[config.mk]
export PLATFORM = sky130hd
export DESIGN_NAME = macc_chunk_scheduler
export DESIGN_NICKNAME = d
export VERILOG_FILES = /design/src/rtl/macc_chunk_scheduler.sv
export SDC_FILE = /design/constraint.sdc
export NUM_CORES = 1
export LEC_CHECK = 0
export ABC_AREA = 1
export CORE_AREA = 3 3 269 271
export DETAILED_ROUTE_END_ITERATION = 12
export DIE_AREA = 0 0 272 274
export GPL_TIMING_DRIVEN = 0
export MAX_ROUTING_LAYER = met4
export PLACE_DENSITY = 0.4
export SLEW_MARGIN = 10
export SYNTH_ARGS = -nofsm -noshare
export SYNTH_HDL_FRONTEND = slang
export SYNTH_SLANG_ARGS = --single-unit
[constraint.sdc]
create_clock -name clk -period 15.3 [get_ports clk]
set_clock_uncertainty 0.15 [all_clocks]
set_input_delay 2.295 -clock clk [delete_from_list [all_inputs] [get_ports clk]]
set_output_delay 2.295 -clock clk [all_outputs]
set_load 0.01 [all_outputs]
[src/rtl/macc_chunk_scheduler.sv]
// Feeds NUM_CHUNKS operand beats to an external MACC and sums the
// returned partial sums into one signed dot-product result.
module macc_chunk_scheduler #(
  parameter int NUM_INPUTS = 20,
  parameter int NUM_CHUNKS = 4,
  localparam int W_P   = 16 + $clog2(NUM_INPUTS),
  localparam int W_ACC = W_P + $clog2(NUM_CHUNKS),
  localparam int W_D   = 8 * NUM_INPUTS
) (
  input  logic                    clk,
  input  logic                    rst,
  input  logic                    i_start,
  output logic                    o_busy,
  input  logic [W_D-1:0]          i_data_a,
  input  logic [W_D-1:0]          i_data_b,
  input  logic                    i_valid,
  output logic                    o_ready,
  output logic [W_D-1:0]          o_macc_data_a,
  output logic [W_D-1:0]          o_macc_data_b,
  output logic                    o_macc_valid,
  input  logic [W_P-1:0]          i_macc_data,
  input  logic                    i_macc_valid,
  output logic signed [W_ACC-1:0] o_data,
  output logic                    o_valid,
  input  logic                    i_ready,
  output logic                    o_err
);

  localparam int CW = $clog2(NUM_CHUNKS + 1);
  localparam logic [CW-1:0] NC    = CW'(NUM_CHUNKS);
  localparam logic [CW-1:0] NC_M1 = CW'(NUM_CHUNKS - 1);

  typedef enum logic [1:0] {
    S_IDLE,
    S_FEED,
    S_WAIT,
    S_DONE
  } state_t;

  state_t                   state_q, state_d;
  logic [CW-1:0]            beat_q, beat_d;
  logic [CW-1:0]            res_q, res_d;
  logic signed [W_ACC-1:0]  acc_q, acc_d;
  logic                     err_q, err_d;
  logic                     mv_q, mv_d;
  logic [W_D-1:0]           a_q, a_d;
  logic [W_D-1:0]           b_q, b_d;

  logic                     accept;
  logic                     take;
  logic signed [W_ACC-1:0]  ext;

  assign ext = W_ACC'($signed(i_macc_data));

  // Next-state, counters, accumulation and error detection
  always_comb begin
    state_d = state_q;
    beat_d  = beat_q;
    res_d   = res_q;
    acc_d   = acc_q;
    err_d   = err_q;
    mv_d    = 1'b0;
    a_d     = a_q;
    b_d     = b_q;
    accept  = (state_q == S_FEED) && i_valid;
    take    = i_macc_valid
              && ((state_q == S_FEED) || (state_q == S_WAIT))
              && (res_q != NC);

    if (i_macc_valid && !take) begin
      err_d = 1'b1;
    end

    if (accept) begin
      mv_d = 1'b1;
      a_d  = i_data_a;
      b_d  = i_data_b;
    end

    if (take) begin
      acc_d = acc_q + ext;
      res_d = res_q + 1'b1;
    end

    case (state_q)
      S_IDLE: begin
        if (i_start) begin
          state_d = S_FEED;
          acc_d   = '0;
          beat_d  = '0;
          res_d   = '0;
        end
      end
      S_FEED: begin
        if (accept) begin
          beat_d = beat_q + 1'b1;
          if (beat_q == NC_M1) begin
            state_d = S_WAIT;
          end
        end
      end
      S_WAIT: begin
        if ((take && (res_q == NC_M1)) || (res_q == NC)) begin
          state_d = S_DONE;
        end
      end
      S_DONE: begin
        if (i_ready) begin
          state_d = S_IDLE;
        end
      end
      default: state_d = S_IDLE;
    endcase
  end

  // Control state with synchronous reset
  always_ff @(posedge clk) begin
    if (rst) begin
      state_q <= S_IDLE;
      beat_q  <= '0;
      res_q   <= '0;
      acc_q   <= '0;
      err_q   <= 1'b0;
      mv_q    <= 1'b0;
    end else begin
      state_q <= state_d;
      beat_q  <= beat_d;
      res_q   <= res_d;
      acc_q   <= acc_d;
      err_q   <= err_d;
      mv_q    <= mv_d;
    end
  end

  // Operand registers toward the MACC; contents are don't-care after reset
  always_ff @(posedge clk) begin
    a_q <= a_d;
    b_q <= b_d;
  end

  assign o_busy        = (state_q != S_IDLE);
  assign o_ready       = (state_q == S_FEED);
  assign o_valid       = (state_q == S_DONE);
  assign o_data        = acc_q;
  assign o_err         = err_q;
  assign o_macc_valid  = mv_q;
  assign o_macc_data_a = a_q;
  assign o_macc_data_b = b_q;

endmodule

Yosys cells after proc, flatten, opt, wreduce, memory -nomap -nowiden:

Index checks and enable logic that the tools add are counted.

* bits in registers: 353
* latch bits: 0
* bits in writable memories: 0
* memory bits (read-only): 0
* bits of input ports: 347
* output and inout bits: 348
* logic and storage cells: 52
* memories: 0

* $add $sub $neg: 3
* multipliers: 0
* divide/modulo/power cells: 0
* magnitude comparators: 0
* eq/ne operators: 12
* shift-type cells: 0
* mux-type cells: 16
* bitwise logic cells: 0
* reduce and logical (&&, ||, !) cells: 13

Operator list (count)
* 23-bit two-way mux: 3
* 23-bit by 21-bit adder with 23-bit output: 1
* 3-bit two-way mux: 5
* 2-bit two-way mux: 5
* 2-bit by 1-bit != test with 1-bit output, second input constant: 4
* 2-bit case mux with 4 select lines: 1
* 3-bit by 1-bit adder with 3-bit output, second input constant: 2
* 3-bit by 2-bit == test with 1-bit output, second input constant: 2
* 3-bit case mux with 2 select lines: 1
* 1-bit logical AND: 5
* 5-bit AND reduction: 1
* 2-bit == test, second input constant: 2
* 2-bit nonzero test: 2
* 3-bit == test, second input constant: 1
* 3-bit != test, second input constant: 1
* 3-bit AND reduction: 1
* 2-bit by 1-bit == test with 1-bit output, second input constant: 1
* 2-bit logical NOT: 1
* 1-bit logical OR: 2
* 2-bit != test, second input constant: 1
* 1-bit logical NOT: 1
* 1-bit two-way mux: 1

Longest topological paths before layout:

* depth in word-level cells: 8
* depth in mapped cells: 13
* depth with buffers taken out: 13

Worst setup path after synthesis:

No wires, ideal clock.

* path kind: input-to-reg
* from: input i_valid
* to: register a_q[0], in the netlist o_macc_data_a[0] (enable)
* setup time: 0.671 ns
* arrival: 8.547 ns
* required time: 14.479 ns
* path slack: 5.932 ns
* cell stages on the path: 2
* path buffers: 0
* path through: nand2_1 -> inv_1

* word-level cells in the longest chain between the ends: 1

Ends and longest elaborated chain
* start, declared: RTL line 16 `input logic i_valid,`
* 1-bit logical AND: RTL line 65 `accept = (state_q == S_FEED) && i_valid;`
* net accept: RTL line 49 `logic accept;`
* end signal, assigned: RTL line 137 `a_q <= a_d;`
* end, declared: RTL line 46 `logic [W_D-1:0] a_q, a_d;`

The timed path passes the listed nets, and every way through them passes these cells.
A chain may end at the register's enable or synchronous reset.

Final worst setup path:

* from: register state_q[0]
* to: output o_busy

* word-level cells in the longest chain between the ends: 1

Ends and longest elaborated chain
* start, declared: RTL line 40 `state_t state_q, state_d;`
* start signal, assigned: RTL line 126 `state_q <= state_d;`
* 2-bit nonzero test: RTL line 141 `assign o_busy = (state_q != S_IDLE);`
* end, declared: RTL line 13 `output logic o_busy,`

No other way between the ends.

==> flow_metrics.py <==
metrics = {
    "layout": {
        "final_cell_area_um2": 22400,
        "syn2layout_area_growth_pct": 76.2,
        "final_core_util_pct": 32.0,
        "final_net_count": 1972,
        "num-fill-cells": 7010,
        "drive_gt1_share_pct": 6.41,
    },
    "die": {
        "coreArea_um2": 70000,
        "die_x_um": 272,
        "initial_core_util_pct": 18.2,
        "die_area_um2": 74500,
        "rows": 97,
        "ios": 695,
        "die_h_um": 274,
    },
    "pwr": {
        "p_int_mw": 2.25,
        "power.switching_mw": 0.914,
        "ir_worst_vdd_mv": 0.0936,
        "p_leak_nw": 8.26,
        "swShare_pct": 28.9,
        "pwr-share-clk_pct": 34.1,
        "pwr-share-comb_pct": 25.7,
        "power.density_nw_per_um2": 141,
        "sequentialPowerShare_pct": 40.2,
        "total_power_mw": 3.16,
    },
    "setup_path": {
        "r2r_setup_slack_ns": 12.56,
        "crit_path_start_kind": "flop",
        "cp_data_arrival_time_ns": 1.97,
        "path_class": "flop to output pin",
        "critPathRequiredTime_ns": 12.86,
        "cp_max_fo": 4,
        "endpoint_kind": "output pin",
    },
    "synth": {
        "synth_most_common_cell": "edfxtp_1",
        "synth_fp_nets": 1230,
        "post_synth_main_area_contributors": "edfxtp_1 75%, dfxtp_1 5.2%, nand2_1 4.7%",
        "ys_ff_latch": 353,
        "synthTopCellsByCount": "320 x edfxtp_1, 161 x nand2_1, 106 x inv_1, 62 x nor2_1, 36 x nand3_1",
        "synth_cell_type_count": 34,
        "avgSynthCellArea_um2": 15.0,
        "synth_edf_count": 320,
        "seq_area_frac_synth_pct": 80.6,
        "netlist_area_um2": 12700,
        "synthArstFlopShare_pct": 0,
        "synth-warning-count": 0,
        "synth_ff_type": "edfxtp_1",
        "syn_inst": 850,
        "synth_top_area_share_pct": 75.4,
        "synth_area_leader_cell": "edfxtp_1",
    },
    "route": {
        "drtPass1Iterations": 5,
        "via_per_inst": 3.73,
        "initialDrtViolationCount": 529,
        "dr_total_vias": 9590,
        "detail_route.wl_per_cell_um": 23.2,
        "antenna_left": 0,
        "drcViolationCount": 0,
        "wl_um": 59600,
    },
    "cts": {
        "cts-resized-gates": 0,
        "cts.sinks": 353,
        "h-tree-depth": 2,
        "root_buffer": "clkbuf_16",
        "clk_latency_ns": 0.56,
        "tritoncts": "built",
        "clkTransAtPathRegs_ns": 0.06,
        "hold_buffers": 0,
        "cts-buffers-inserted": 44,
        "clockBufferDepth": 3,
        "postCtsSetupBuffers": 0,
    },
    "global_route": {
        "grt_max_degree": 117,
        "grt_use_total_pct": 15.7,
        "antenna_found_initial": 23,
        "grt_pass1_vias": 9516,
        "overflow": 0,
        "grt_pass1_wl_um": 79100,
    },
    "placed_design": {
        "portBuffers": 693,
        "place_congestion": 0.859,
        "dp_hpwl_um": 48600,
        "dpl_cell_area_um2": 20900,
    },
    "sta": {
        "rsz0062_at_grt": "false",
        "setup_violations": 0,
        "fin_crit_sh_pct": 28.9,
        "worstMarginPinSlew_ns": 0.633,
        "tns_ns": 0,
        "fin_crit_ns": 4.42,
        "finalHoldViolations": 0,
        "clock.fmax_ghz": 0.226,
        "hold_slack_ns": 0.318,
        "max_slew_margin_pct": 57.8,
        "slew_viol_final": 0,
    },
    "min_path": {
        "min_path_type": "flop to flop",
    },
    "run_status": {
        "status": "finished, final reports clean",
    },
    "run": {
        "cap_violations": 0,
    },
}
layout by cell type (no fill, tap or decap), types with 9 or more instances in the layout:
cell | synthesis | layout
clkbuf_16 | 0 | 45
a21oi_1 | 21 | 21
ha_1 | 32 | 32
inv_1 | 106 | 105
edfxtp_1 | 320 | 320
nand2_1 | 161 | 161
nand2_2 | 10 | 10
nor2_1 | 62 | 62
o21ai_0 | 10 | 10
diode_2 | 0 | 9
dfxtp_1 | 33 | 33
clkdlybuf4s50_1 | 0 | 693
nand3_1 | 36 | 36
layer usage:
| layer | GRT usage, % | share of wire [%] | wire [um] | vias to the layer above |
|---|---|---|---|---|
| met2 | 27.8 | 52 | 31000 | 422 |
| met4 | 3.50 | 2.0 | 1220 | 0 |
| met5 | - | 0 | 0 | - |
| li1 | - | - | - | 4453 |
| met1 | 17.0 | 38 | 22400 | 4639 |
| met3 | 5.26 | 8.4 | 5000 | 76 |
worst paths after layout:
kind,from,endpoint,cells past startpoint
worst min-delay path,beat_q[0],beat_q[0],1
worst max register to register,state_q[1],o_macc_data_a[14],6
worst max-delay path,state_q[0],o_busy,4
worst min register to register,beat_q[0],beat_q[0],1
per-stage QoR:
step / setup WS (ns) / std cells
final: 10.88 / 2572
after global routing: 10.78 / 2571
after CTS: 10.82 / 2563
after detailed placement: 10.44 / 2486
after global placement: 1.91 / 2483
after floorplan: 5.93 / 850
power by group through the flow:
| stage | sequential (mW) | combinational, mW | clock [mW] |
|---|---|---|---|
| detailed placement | 1.29 | 0.830 | 0 |
| global placement | 1.38 | 0.816 | 0 |
| finish | 1.27 | 0.813 | 1.08 |
| CTS | 1.27 | 0.834 | 1.13 |
| global route | 1.28 | 0.885 | 1.16 |
| floorplan | 1.40 | 0.291 | 0 |
critical path: stages, from the launching register on:
cell and delay, ns:
dfxtp_1 0.36, inv_1 0.10, ha_1 0.25, inv_1 0.11, clkdlybuf4s50_1 0.58
cell type report:
class	instances	area, um^2	share of cell area [%]
antenna	9	22.5	0.100
buffer	6	42.5	0.190
clock buffer	53	1160	5.15
clock inverter	24	327	1.46
inverter	114	435	1.94
multi-input combinational	377	2000	8.89
sequential	353	10300	45.8
tap	940	1180	5.24
timing repair buffer	696	7020	31.3
cells by family after synthesis:
family,synth area share (%)
flip-flops,80.6
AND/OR/NAND/NOR,9.87
buffers and inverters,3.69
AO/OA/AOI/OAI,2.22
adder cells (fa/ha/maj),3.30
XOR/XNOR,0.275
registers in the layout, summed over array words and instances, names as in the netlist:
signal / count
o_macc_data_a: 160
state_q: 2
o_data: 23
res_q: 3
o_macc_data_b: 160
beat_q: 3
o_err: 1
o_macc_valid: 1
Note: power is estimated with default switching activity, not from simulation.
